==> src/rtl/apb_slave_mem.sv <==
// APB3 slave with a DEPTH x 8-bit register-file memory and a fixed number of
// access-phase wait states. Out-of-range addresses answer with PSLVERR.
module apb_slave_mem #(
  parameter int DEPTH       = 64,
  parameter int WAIT_CYCLES = 2
) (
  input  logic       PCLK,
  input  logic       PRESET,
  input  logic       PSEL,
  input  logic       PENABLE,
  input  logic       PWRITE,
  input  logic [8:0] PADDR,
  input  logic [7:0] PWDATA,
  output logic [7:0] PRDATA,
  output logic       PREADY,
  output logic       PSLVERR,
  output logic       o_dbg_state
);

  localparam int AW = (DEPTH > 1) ? $clog2(DEPTH) : 1;

  // Handshake: a transfer is accepted in IDLE on a setup cycle (PSEL=1,
  // PENABLE=0); it completes in the access cycle where PREADY=1, which is the
  // only cycle in which PSLVERR and read PRDATA carry meaning. Dropping PSEL
  // while in ACCESS abandons the transfer without side effects.
  typedef enum logic {
    S_IDLE   = 1'b0,
    S_ACCESS = 1'b1
  } state_t;

  state_t     r_state;
  state_t     w_next;
  logic [3:0] r_cnt;
  logic [3:0] w_cnt_next;
  logic [7:0] r_addr;
  logic       r_write;
  logic [7:0] r_wdata;
  logic [7:0] r_rdata;
  logic [7:0] r_mem [DEPTH];

  logic       w_setup;
  logic       w_ready;
  logic       w_err;
  logic       w_paddr_err;
  logic       w_commit;
  logic [7:0] w_rd_byte;

  assign w_err       = {1'b0, r_addr} >= 9'(DEPTH);
  assign w_paddr_err = {1'b0, PADDR[7:0]} >= 9'(DEPTH);
  assign w_rd_byte   = w_paddr_err ? 8'h00 : r_mem[PADDR[AW-1:0]];
  assign w_commit    = w_ready && r_write && !w_err;

  always_comb begin
    w_next     = r_state;
    w_cnt_next = r_cnt;
    w_setup    = 1'b0;
    w_ready    = 1'b0;
    case (r_state)
      S_IDLE: begin
        // PENABLE without a preceding setup is not a transfer.
        if (PSEL && !PENABLE) begin
          w_setup    = 1'b1;
          w_next     = S_ACCESS;
          w_cnt_next = 4'(WAIT_CYCLES);
        end
      end
      S_ACCESS: begin
        if (!PSEL) begin
          w_next     = S_IDLE;
          w_cnt_next = 4'd0;
        end else if (PENABLE) begin
          if (r_cnt == 4'd0) begin
            w_ready = 1'b1;
            w_next  = S_IDLE;
          end else begin
            w_cnt_next = r_cnt - 4'd1;
          end
        end
      end
      default: begin
        w_next     = S_IDLE;
        w_cnt_next = 4'd0;
      end
    endcase
  end

  always_ff @(posedge PCLK or posedge PRESET) begin
    if (PRESET) begin
      r_state <= S_IDLE;
      r_cnt   <= 4'd0;
      r_addr  <= 8'h00;
      r_write <= 1'b0;
      r_wdata <= 8'h00;
      r_rdata <= 8'h00;
    end else begin
      r_state <= w_next;
      r_cnt   <= w_cnt_next;
      if (w_setup) begin
        r_addr  <= PADDR[7:0];
        r_write <= PWRITE;
        r_wdata <= PWDATA;
        r_rdata <= w_rd_byte;
      end
    end
  end

  // The store is cleared by reset as a whole, so it lives in flops.
  always_ff @(posedge PCLK or posedge PRESET) begin
    if (PRESET) begin
      for (int i = 0; i < DEPTH; i++) begin
        r_mem[i] <= 8'h00;
      end
    end else if (w_commit) begin
      r_mem[r_addr[AW-1:0]] <= r_wdata;
    end
  end

  assign PREADY      = w_ready;
  assign PSLVERR     = w_ready && w_err;
  assign PRDATA      = r_rdata;
  assign o_dbg_state = r_state;

endmodule

==> config.mk <==
export PLATFORM = sky130hd
export DESIGN_NAME = apb_slave_mem
export DESIGN_NICKNAME = d
export VERILOG_FILES = /design/src/rtl/apb_slave_mem.sv
export SDC_FILE = /design/constraint.sdc
export NUM_CORES = 1
export LEC_CHECK = 0
export ABC_CLOCK_PERIOD_IN_PS = 22900
export CORE_MARGIN = 4
export CORE_UTILIZATION = 63
export DETAILED_ROUTE_END_ITERATION = 16
export GPL_TIMING_DRIVEN = 0
export PLACE_DENSITY = 0.78
export SYNTH_ARGS = -nofsm -noshare
export SYNTH_HDL_FRONTEND = slang
export SYNTH_SLANG_ARGS = --single-unit
==> constraint.sdc <==
create_clock -name PCLK -period 22.9 [get_ports PCLK]
set_input_delay 3.435 -clock PCLK [delete_from_list [all_inputs] [get_ports PCLK]]
set_output_delay 3.435 -clock PCLK [all_outputs]
set_load 0.02 [all_outputs]
==> flow_summary.rst <==
.. list-table::
   :header-rows: 1

   * - Metric
     - Value
   * - Status
     - finished with violations
   * - Failing checks
     - max-capacitance violations, max-slew violations
   * - Category of the worst setup path launch point
     - primary input
   * - Sum of negative setup slack
     - 0 ns
   * - Final Util
     - 71.6%
   * - Destination of the critical timing path
     - PSLVERR
   * - CTS tree
     - built
   * - Sequential fraction of the synthesis area
     - 54.0%
   * - Switching power share of the total
     - 25.9%
   * - FILL cells
     - 2442
   * - Reg2reg start
     - r_cnt[1]
   * - Biggest cell delay along the critical path
     - 0.68 ns
   * - Async SR Flop Fraction
     - 100%
   * - Master of the slowest instance on the critical path
     - sky130_fd_sc_hd__clkdlybuf4s50_1
   * - NumNets Final
     - 1755
   * - Total overflow reported by the global router
     - 0
   * - Gate power share
     - 9.7%
   * - Max Clock Freq
     - 121 MHz
   * - Number of buffers inserted to repair setup after CTS
     - 0
   * - Routed wirelength normalized by instance count
     - 30.4 um
   * - Number of flops mapped to enable cells by yosys
     - 0
   * - Clk network pwr share
     - 43.3%
   * - Count of state elements after synthesis
     - 542
   * - Final Power
     - 2090 uW
   * - Synthesized area divided by synthesized cell count
     - 15.3 um^2
   * - Maximum number of pins on one net before global-route repair
     - 135
   * - Warnings from Yosys
     - 0
   * - Final Critical Period
     - 8.26 ns
   * - Total core area
     - 39000 um^2
   * - Routed via count
     - 15500
   * - Overall global routing resource usage
     - 32.5%
   * - Multi-input logic area
     - 11000 um^2
   * - Dominant cells by area after synthesis
     - sky130_fd_sc_hd__dfrtp_1 (54%), sky130_fd_sc_hd__mux2_2 (23%), sky130_fd_sc_hd__mux4_2 (11%)
   * - Capture instance of the worst register-to-register path
     - r_mem[62]
   * - Worst min path class
     - register to register
   * - Maximum level of the CTS H-tree
     - 2
   * - Number of design rule violations left after detail routing
     - 0
   * - Critical Path Fanout Max
     - 9
   * - Final wirelength
     - 69600 um
   * - Skew-Pair Late Insertion Delay
     - 0.62 ns
   * - Most area-hungry cell type in the Yosys netlist
     - sky130_fd_sc_hd__dfrtp_1
   * - Share of the synthesized area in the top cell type
     - 54.0%
   * - Sequential share of power
     - 47.0%
   * - Cell area after synthesis
     - 25100 um^2
   * - Die Height
     - 208 um
   * - Maximum VDD drop
     - 0.0687 mV
   * - Worst reg-to-reg path cell count
     - 7
   * - Static leakage
     - 0.0137 uW
   * - Prevailing post-synth register cell
     - sky130_fd_sc_hd__dfrtp_1
   * - Placement Rows
     - 72
   * - Initial antenna violation count
     - 1
   * - I/O pin cnt
     - 33
   * - Max Cap Violations
     - 1
   * - Post-route non-filler standard cell count
     - 2292
   * - Count of antenna-violating nets left after detailed routing
     - 0
   * - Mean number of vias per cell
     - 6.75
   * - Area growth from synthesis to final layout
     - 11.2%
   * - Kind of capture point of the worst setup path
     - primary output
   * - Worst rel slew slack
     - -2.00%
   * - Internal Pwr Total
     - 1540 uW
   * - Start point of the critical path
     - PSEL
   * - CP required
     - 19.47 ns
   * - Root buf cell
     - sky130_fd_sc_hd__clkbuf_16
   * - Worst clock skew on the final layout
     - 0.0256 ns
   * - Final worst-path cycle share
     - 36.1%
   * - Arr. time, crit path
     - 4.83 ns
   * - Synthesized netlist cell count
     - 1644
   * - Post-synthesis net count
     - 1668
   * - Estimated wirelength of the detail-placed design
     - 47600 um
   * - Critical Setup Path Class
     - primary input to primary output
   * - Power per standard cell area
     - 74.7 nW/um^2
   * - Horiz. Die Dim
     - 208 um
   * - Unrepaired setup endpoints after global routing
     - no
   * - Fraction of final layout cells sized beyond drive strength 1
     - 47.2%
   * - Resize count post-CTS
     - 0
   * - Clock buffers created by TritonCTS
     - 55
   * - Cell breakdown of the critical path
     - buf_2, nand4b_1, nor2_1, o21a_1, clkdlybuf4s50_1
   * - Count of input and output buffers
     - 25
   * - # hold bufs at CTS
     - 0
   * - Vias in the first global route
     - 16000
   * - Clock tree buffer depth
     - 3
   * - Final-report hold violation count
     - 0
   * - Crit path depth
     - 5
   * - Hold slack final
     - 0.482 ns
   * - Number of buffer and inverter stages on the critical path
     - 2
   * - Starting Density
     - 64.4%
   * - Total Die Area
     - 43100 um^2
   * - Detailed Route Iter0 Violations
     - 1662
   * - Max Slew Vio Count
     - 11
   * - Cell family contributing the most delay on the critical path
     - buffers and inverters
   * - Final GP Congestion
     - 1.02
   * - DR pass1 iterations
     - 5
   * - # placed instances
     - 2191
   * - Clock-pin slew on the worst setup and hold paths
     - 0.06 ns
   * - Final setup fails
     - 0
   * - Net switching power
     - 540 uW
   * - CTS Sinks
     - 542
   * - Pin slew with the least headroom to its limit
     - 1.53 ns
   * - Count of unique library cells instantiated by Yosys
     - 56
   * - Sequential cell area in the final layout
     - 13600 um^2
   * - Wire length of the first global-routing pass
     - 104000 um
   * - R2r setup slk
     - 19.28 ns
==> kinds of logic after synthesis <==
group	synth area share, %
AOI/OAI and AO/OA	2.32
adders and majority gates	0.0997
buffers and inverters	2.31
DFF	54.0
muxes	36.7
and+or+nand+nor	4.53
==> layout make-up <==
cell class	instances	area share, %
multi-input combinational	970	39.3
clock inverter	14	0.677
tap	518	2.32
buffer	125	1.98
antenna	1	0.00896
inverter	7	0.121
clock buffer	85	5.73
timing repair buffer	30	1.31
sequential	542	48.6
==> metal layers <==
layer / GRT usage (%) / share of wire [%]
met5: 0 / 0
met3: 8.13 / 10
met2: 48.6 / 45
met1: 47.0 / 41
met4: 12.3 / 4.2
==> synthesized netlist by cell type, types with 6 or more instances <==
master / number
sky130_fd_sc_hd__nand2_1: 63
sky130_fd_sc_hd__o21ai_0: 18
sky130_fd_sc_hd__buf_1: 11
sky130_fd_sc_hd__a221oi_1: 7
sky130_fd_sc_hd__nor2_8: 8
sky130_fd_sc_hd__nor2b_1: 7
sky130_fd_sc_hd__a32oi_1: 7
sky130_fd_sc_hd__inv_1: 7
sky130_fd_sc_hd__clkbuf_1: 80
sky130_fd_sc_hd__nor2_2: 24
sky130_fd_sc_hd__dfrtp_1: 542
sky130_fd_sc_hd__mux2_1: 6
sky130_fd_sc_hd__o211ai_1: 7
sky130_fd_sc_hd__nor3b_1: 8
sky130_fd_sc_hd__nor2_1: 6
sky130_fd_sc_hd__buf_4: 8
sky130_fd_sc_hd__mux2i_1: 59
sky130_fd_sc_hd__a22o_1: 10
sky130_fd_sc_hd__mux2_2: 522
sky130_fd_sc_hd__mux4_2: 119
sky130_fd_sc_hd__buf_2: 24
sky130_fd_sc_hd__o22ai_1: 7
sky130_fd_sc_hd__nand2_2: 32
sky130_fd_sc_hd__a2bb2oi_1: 6
==> worst reg2reg max path, cell delays in order, from the launching register on <==
cell	delay, ns
sky130_fd_sc_hd__dfrtp_1	0.39
sky130_fd_sc_hd__inv_1	0.12
sky130_fd_sc_hd__ha_1	0.21
sky130_fd_sc_hd__nand2b_1	0.12
sky130_fd_sc_hd__nor4_1	1.15
sky130_fd_sc_hd__nand3_2	0.47
sky130_fd_sc_hd__nor2_2	0.65
sky130_fd_sc_hd__mux2_2	0.42
==> how the worst min path moves through the flow <==
stage	from	to	slack, ns	cells after the start
2_1_floorplan	r_write	r_write	0.44	2
3_3_place_gp	r_mem[495]	r_mem[495]	0.47	1
3_5_place_dp	r_write	r_write	0.47	2
4_1_cts	r_write	r_write	0.48	2
5_1_grt	r_mem[347]	r_mem[347]	0.51	1
6_report	r_write	r_write	0.48	2
==> power by group through the flow <==
stage               registers [uW]  logic (uW)  clock network [uW]
floorplan                      996         118                   0
global placement               998         191                   0
detailed placement             998         197                   0
CTS                            980         197                 910
global route                   982         213                 949
finish                         981         201                 903
==> flip-flops by register name, indices dropped and copies added, names as in the netlist <==
name and cells:
r_wdata 8, r_addr 8, r_write 1, r_cnt 4, PRDATA 8, o_dbg_state 1
r_mem 512
==> through the flow <==
step	worst slack (ns)	instance area (um^2)
3_5_place_dp	14.64	26100
3_3_place_gp	-1.21	26000
6_report	14.64	27900
2_1_floorplan	4.31	25100
5_1_grt	14.55	27900
4_1_cts	14.60	27900
==> cell usage in the layout (no fill, tap or decap), drive strengths merged, types with 5 or more instances in the layout <==
cell type and n:
dfrtp 542, mux2 528, clkbuf 165, mux4 119
nand2 95, mux2i 59, buf 50, nor2 38
clkdlybuf4s50 25, o21ai 19, a22o 10, inv 10
nor3b 8, nor2b 7, a221oi 7, o211ai 7
o22ai 7, a32oi 7, a2bb2oi 6, nand3 5
Power figures use the tool's default switching activity.
